## src/rtl/latch_capture_deser.sv

```systemverilog
// Capture stage behind a transparent data latch. The latch output and enable are
// synchronized into clk; the held bit is sampled on each enable fall and packed into words.
module latch_capture_deser #(
  parameter int WIDTH       = 8,
  parameter int SYNC_STAGES = 2
) (
  input  logic             clk,
  input  logic             rst_n,
  input  logic             q_in,
  input  logic             enable_in,
  output logic [WIDTH-1:0] out_data,
  output logic             out_valid,
  input  logic             out_ready,
  output logic [7:0]       edge_count,
  output logic             overrun
);

  // state | meaning
  // EMPTY | no unconsumed word, out_valid low
  // FULL  | out_data holds a word waiting for out_ready

  localparam int CNT_W = $clog2(WIDTH + 1);
  localparam logic [CNT_W-1:0] LAST_BIT = CNT_W'(WIDTH - 1);

  typedef enum logic {
    EMPTY = 1'b0,
    FULL  = 1'b1
  } state_t;

  state_t state;

  logic [SYNC_STAGES-1:0] q_sync;
  logic [SYNC_STAGES-1:0] en_sync;
  logic                   q_s;
  logic                   en_s;
  logic                   q_prev;
  logic                   en_prev;
  logic [WIDTH-1:0]       shift;
  logic [CNT_W-1:0]       bit_cnt;
  logic                   capture;
  logic                   complete;
  logic [WIDTH-1:0]       next_word;

  assign q_s       = q_sync[SYNC_STAGES-1];
  assign en_s      = en_sync[SYNC_STAGES-1];
  assign capture   = en_prev & ~en_s;
  assign complete  = capture && (bit_cnt == LAST_BIT);
  assign next_word = {shift[WIDTH-2:0], q_s};

  always_ff @(posedge clk) begin
    if (!rst_n) begin
      q_sync  <= '0;
      en_sync <= '0;
      q_prev  <= 1'b0;
      en_prev <= 1'b0;
    end else begin
      q_sync  <= {q_sync[SYNC_STAGES-2:0], q_in};
      en_sync <= {en_sync[SYNC_STAGES-2:0], enable_in};
      q_prev  <= q_s;
      en_prev <= en_s;
    end
  end

  // A completed word always restarts the counter, even when the word is dropped.
  always_ff @(posedge clk) begin
    if (!rst_n) begin
      shift   <= '0;
      bit_cnt <= '0;
    end else if (capture) begin
      shift   <= next_word;
      bit_cnt <= complete ? '0 : bit_cnt + CNT_W'(1);
    end
  end

  always_ff @(posedge clk) begin
    if (!rst_n) begin
      state     <= EMPTY;
      out_valid <= 1'b0;
      out_data  <= '0;
      overrun   <= 1'b0;
    end else begin
      case (state)
        EMPTY: begin
          if (complete) begin
            out_data  <= next_word;
            out_valid <= 1'b1;
            state     <= FULL;
          end
        end
        FULL: begin
          if (complete) begin
            if (out_ready) begin
              out_data <= next_word;
            end else begin
              overrun <= 1'b1;
            end
          end else if (out_ready) begin
            out_valid <= 1'b0;
            state     <= EMPTY;
          end
        end
        default: begin
          out_valid <= 1'b0;
          state     <= EMPTY;
        end
      endcase
    end
  end

  always_ff @(posedge clk) begin
    if (!rst_n) begin
      edge_count <= '0;
    end else if ((q_s != q_prev) && (edge_count != 8'hFF)) begin
      edge_count <= edge_count + 8'd1;
    end
  end

endmodule

```

## config.mk

```make
export PLATFORM = sky130hd
export DESIGN_NAME = latch_capture_deser
export DESIGN_NICKNAME = d
export VERILOG_FILES = /design/src/rtl/latch_capture_deser.sv
export SDC_FILE = /design/constraint.sdc
export NUM_CORES = 1
export LEC_CHECK = 0
export BUFFER_PORTS_ARGS = -buffer_cell sky130_fd_sc_hd__buf_2
export CORE_MARGIN = 4
export CORE_UTILIZATION = 54
export DETAILED_ROUTE_END_ITERATION = 7
export PLACE_DENSITY = 0.77
export SYNTH_ARGS = -nofsm -noshare
export SYNTH_HDL_FRONTEND = slang
export SYNTH_SLANG_ARGS = --single-unit
```

## constraint.sdc

```tcl
create_clock -name clk -period 2.15 [get_ports clk]
set_input_delay 0.3225 -clock clk [delete_from_list [all_inputs] [get_ports clk]]
set_output_delay 0.3225 -clock clk [all_outputs]
set_load 0.02 [all_outputs]
```

==> run_results.csv, run 1 <==
group,metric,value,unit
floorplanning,start_util,0.577,
routing,drt-total-wl,2.94,mm
synthesis,ys_seq_elements,36,
synthesis,synth_largest_area_cell,"dfxtp_1",
cts,cts_sinks,36,
sta,rsz0062_at_grt,"no",
worst_setup_path,crit_arrival,2140,ps
floorplanning,core_area,2540,um^2
min_path,hp-class,"in2reg",
cts,cts_resized,0,
power_and_ir_drop,power_frac_seq,0.621,
cts,clk_pin_slew_worst_paths,100,ps
sta,fin_crit,1930,ps
synthesis,synth_area_leaders,"dfxtp_1 49%, a21oi_1 7.2%, nand2_1 6.1%",
routing,drtIter0Drc,83,
flow_run,cap_viol_max_count,0,
power_and_ir_drop,p_clk_frac,0.340,
finish,nets,198,
power_and_ir_drop,power.density,659,nW/um^2
power_and_ir_drop,p_int,851,uW
synthesis,yosys.cell_types.count,37,
routing,vias,1235,
sta,tightest_slew,507,ps
routing,drc_errors,0,
finish,mostFrequentLayoutCells,"36 x dfxtp_1, 24 x nand2_1, 22 x buf_2",
finish,syn_to_final_growth,13.3,%
synthesis,synth_edf_count,0,
global_route,grt_use_total,0.188,
global_route,antenna_found_initial,0,
synthesis,yosysSeqAreaShare,0.491,
finish,nFillCells,220,
finish,final_common_cell,"dfxtp_1",
synthesis,syn_avg_cell_area,8.84,um^2
power_and_ir_drop,swShare,0.223,
cts,h-tree-depth,2,
synthesis,yosysWarnings,0,
sta,drv_slew,0,
finish,antenna_cells,0,
sta,fin_setup_tns,0,ps
placement,port_buffers,22,
floorplanning,io_pins,23,
global_route,grt-ovfl-total,0,
routing,ant_nets,0,
worst_setup_path,reg2reg_slack,220,ps
cts,cts_tree,"done",
sta,fmax,0.519,GHz
routing,first_pass_iters,4,
finish,utilization,0.653,
power_and_ir_drop,leakagePower,0.647,nW
power_and_ir_drop,p_sw,245,uW
sta,setup_violations,0,
finish,drive_gt1_frac,0.189,
finish,seq_area,721,um^2
outcome,status,"complete, no violations",
cts,cts-root-buf,"clkbuf_4",
global_route,grt_pass1_vias,1185,
floorplanning,rows,18,
synthesis,ys_async_sr_fraction,0,
global_route,grt_max_degree,23,
cts,ctsHoldBuffers,0,
global_route,grt_pass1_wl,5.12,mm
worst_setup_path,cp-start-kind,"register",
worst_setup_path,worstPathRequired,2370,ps
sta,hold_viol_final,0,
floorplanning,die-area,3620,um^2
worst_setup_path,worstSetupPathType,"reg2reg",
synthesis,syn_inst,166,
synthesis,synth_ff_type,"dfxtp_1",
sta,relSlewSlack,0.661,
worst_setup_path,crit_path_max_fanout,8,
sta,period_share,0.896,
placement,place_congestion,0.855,
worst_setup_path,endpoint_kind,"register",
placement,hpwl,2.12,mm
sta,clock_skew,10.4,ps
power_and_ir_drop,peakVddDrop,0.654,mV
cts,worstSkewPairLatency,330,ps
finish,multiInputGateArea,709,um^2
synthesis,syn_nets,175,
routing,routed_via_density,5.61,
placement,dpl_cell_area,1600,um^2
synthesis,synth_area,1470,um^2
synthesis,synth.top_cell.area_share,0.491,
routing,avgRoutedWirePerCell,13.4,um
finish,fin_area,1660,um^2
floorplanning,fp.dieW,60.1,um
cts,cts_setup_buffers,0,
floorplanning,fp.dieH,60.1,um
power_and_ir_drop,total_power,1.10,mW
power_and_ir_drop,p_comb_frac,0.039,
cts,cts_buffers,5,
cts,cts.path.max_buffers,2,
state kept, by name, summed over array words and instances, names as in the netlist:
register,flops
edge_count,8
en_sync,2
out_valid,1
bit_cnt,4
shift,7
en_prev,1
q_prev,1
q_sync,2
out_data,8
overrun,1
state,1
through the flow:
step	hold slack (ps)	std cells	setup WS, ps
after floorplan	412	166	343
after global placement	417	212	332
after detailed placement	422	212	204
after CTS	189	220	166
after global routing	192	220	41.6
final	195	220	223
cell usage after synthesis, drive strengths merged (2+ instances only):
| library cell | count |
|---|---|
| o21ai | 9 |
| a41oi | 2 |
| a21oi | 21 |
| nand3 | 13 |
| and2 | 8 |
| nand2 | 24 |
| nor3 | 2 |
| mux2i | 2 |
| nand2b | 3 |
| nor2b | 4 |
| inv | 2 |
| and3 | 2 |
| nor2 | 4 |
| ha | 4 |
| clkbuf | 7 |
| a31oi | 2 |
| dfxtp | 36 |
| a211oi | 3 |
| xor2 | 2 |
power groups by stage:
stage               combinational (mW)  sequential (mW)  clock, mW
floorplan                       0.0265            0.698          0
detailed placement              0.0420            0.696          0
global route                    0.0467            0.683      0.414
global placement                0.0408            0.696          0
CTS                             0.0422            0.681      0.379
finish                          0.0426            0.681      0.372
metal layers:
metal	vias to the layer above	GRT usage	part of all wire
met3	5	0.0454	0.055
li1	630	-	-
met5	-	0	0
met1	564	0.222	0.44
met2	36	0.323	0.49
met4	0	0.0791	0.014
final timing paths:
kind,from,cells after the start,endpoint
worst max register to register,bit_cnt[0],7,out_data[3]
worst min register to register,q_sync[0],1,q_sync[1]
worst max-delay path,bit_cnt[0],7,out_data[3]
worst min-delay path,enable_in,2,en_sync[0]
area by class of cell:
type	instances	share of cell area
Timing Repair Buffer	24	0.0752
Inverter	3	0.00677
Tap cell	30	0.0226
Clock buffer	8	0.0354
Multi-Input combinational cell	119	0.427
Sequential cell	36	0.433
critical path: stages (launching register included):
cell	delay [ps]
dfxtp_1	390
ha_1	210
nor2b_2	200
nand3_1	150
ha_1	240
or2_2	360
o21ai_0	170
a21oi_1	90
logic make-up after synthesis:
kind of cell,Yosys count,synth area share
AO/OA/AOI/OAI,43,0.177
buffers and inverters,11,0.0290
multiplexers,2,0.0136
AND/OR/NAND/NOR,67,0.232
XOR/XNOR,3,0.0230
flip-flops,36,0.491
adder cells (fa/ha/maj),4,0.0341
Note: power is estimated with default switching activity, not from simulation.
==> inputs of run 2 (changes only) <==
--- a/config.mk
+++ b/config.mk
@@ -10,6 +10,7 @@
 export CORE_UTILIZATION = 54
 export DETAILED_ROUTE_END_ITERATION = 7
 export PLACE_DENSITY = 0.77
+export RECOVER_POWER = 50
 export SYNTH_ARGS = -nofsm -noshare
 export SYNTH_HDL_FRONTEND = slang
 export SYNTH_SLANG_ARGS = --single-unit
==> run_results.csv, run 2 (synthesis gave the netlist of run 1 again) <==
group,metric,value,unit
worst_setup_path,worstPathCellList,"ha_1 -> nor2b_2 -> nand3_1 -> ha_1 -> or2_2 -> o21ai_0 -> a21oi_1",
global_route,antenna_found_initial,0,
floorplanning,start_util,0.577,
routing,ant_nets,0,
routing,drtIter0Drc,91,
floorplanning,fp.dieH,60.1,um
power_and_ir_drop,power.density,665,nW/um^2
worst_setup_path,crit_family,"simple AND/OR/NAND/NOR gates",
finish,drive_gt1_frac,0.126,
cts,clk_pin_slew_worst_paths,100,ps
floorplanning,die-area,3620,um^2
placement,port_buffers,22,
routing,drc_errors,0,
worst_setup_path,worstPathRequired,2370,ps
global_route,grt_max_degree,23,
worst_setup_path,reg2reg_slack,230,ps
worst_setup_path,crit_arrival,2140,ps
flow_run,cap_viol_max_count,0,
finish,mostFrequentLayoutCells,"36 x dfxtp_1, 24 x nand2_1, 21 x a21oi_1",
power_and_ir_drop,peakVddDrop,0.652,mV
cts,cts_buffers,5,
cts,cts_sinks,36,
power_and_ir_drop,leakagePower,0.592,nW
sta,relSlewSlack,0.663,
placement,dp.cells,212,
sta,tightest_slew,505,ps
finish,final_common_cell,"dfxtp_1",
worst_setup_path,worstSetupPathType,"reg2reg",
floorplanning,fp.dieW,60.1,um
worst_setup_path,cp-start-kind,"register",
placement,hpwl,2.12,mm
sta,drv_slew,0,
outcome,status,"complete, no violations",
floorplanning,io_pins,23,
worst_setup_path,crit_buf_inv,0,
placement,place_congestion,0.855,
global_route,grt_use_total,0.188,
finish,reg.largest.list,"edge_count: 8 flops, out_data: 8 flops, shift: 7 flops",
sta,fmax,0.520,GHz
routing,first_pass_iters,4,
worst_setup_path,slowest_delay,390,ps
finish,final_cell_count_no_fill,220,
routing,avgRoutedWirePerCell,13.3,um
routing,vias,1224,
finish,antenna_cells,0,
global_route,grt_pass1_vias,1185,
sta,hold_viol_final,0,
worst_setup_path,crit_path_max_fanout,8,
sta,setup_violations,0,
finish,utilization,0.647,
cts,h-tree-depth,2,
floorplanning,core_area,2540,um^2
floorplanning,rows,18,
sta,period_share,0.895,
cts,cts_tree,"done",
worst_setup_path,endpoint_kind,"register",
cts,cts.path.max_buffers,2,
finish,nFillCells,228,
finish,nets,198,
worst_setup_path,critPathSlowestCell,"dfxtp_1",
routing,drt-total-wl,2.94,mm
finish,syn_to_final_growth,12.3,%
cts,cts-root-buf,"clkbuf_4",
sta,rsz0062_at_grt,"no",
routing,routed_via_density,5.56,
cts,worstSkewPairLatency,330,ps
sta,fin_setup_tns,0,ps
sta,clock_skew,10.6,ps
global_route,grt_pass1_wl,5.12,mm
worst_setup_path,cpMostUsedCell,"ha_1",
min_path,hp-class,"in2reg",
sta,fin_crit,1920,ps
global_route,grt-ovfl-total,0,
-- run 2: changes by cell type in the layout (fill, tap and decap cells not counted) --
cell	previous run	this run
clkbuf_1	2	14
and2_0	0	4
buf_2	22	10
and2_1	7	3
-- run 2: what timing repair did --
| item | 4_1_cts | 5_1_grt |
|---|---|---|
| resized for setup | 0 | 2 |
| hold endpoints to repair | 0 | 0 |
| buffers inserted | 0 | 0 |
| hold buffers | 0 | 0 |
| setup endpoints to repair | 0 | 8 |
-- run 2: worst reg2reg max path, delay by kind of cell (launching register included) --
| family | cells | cell delay [ps] |
|---|---|---|
| and+or+nand+nor | 3 | 710 |
| adders and majority gates | 2 | 460 |
| DFF | 1 | 390 |
| AOI/OAI and AO/OA | 2 | 260 |
-- run 2: metal layers --
metal | track usage | share of wire
met1 | 0.222 | 0.44
met3 | 0.0454 | 0.053
met4 | 0.0791 | 0.014
met2 | 0.323 | 0.49
met5 | 0 | 0
-- run 2: power breakdown --
group	switching [mW]	total [mW]	internal [mW]
Clock	0.211	0.372	0.161
Sequential	0.00680	0.681	0.674
Combinational	0.0269	0.0419	0.0150
Total	0.245	1.10	0.850
-- run 2: path summary, 6_finish.rpt --
kind         depth (start not counted)     endpoint  startpoint
min reg2reg                          1    q_sync[1]   q_sync[0]
max reg2reg                          7  out_data[3]  bit_cnt[0]
max                                  7  out_data[3]  bit_cnt[0]
min                                  2    q_sync[0]        q_in
-- run 2: cell type report --
| type | count | area (um^2) | area share |
|---|---|---|---|
| well taps | 30 | 37.5 | 0.0228 |
| clock buffers | 8 | 58.8 | 0.0357 |
| flip-flops and latches | 36 | 721 | 0.437 |
| inverters | 3 | 11.3 | 0.00683 |
| repair buffers | 24 | 110 | 0.0668 |
| multi-input cells | 119 | 709 | 0.431 |
-- run 2: through the flow --
stage	hold slack [ps]	power, mW	worst slack [ps]	instance area, um^2
2_1_floorplan	412	0.724	343	1470
3_3_place_gp	417	0.737	332	1600
3_5_place_dp	422	0.738	204	1600
4_1_cts	189	1.10	166	1660
5_1_grt	192	1.14	41.6	1650
6_report	198	1.10	226	1650
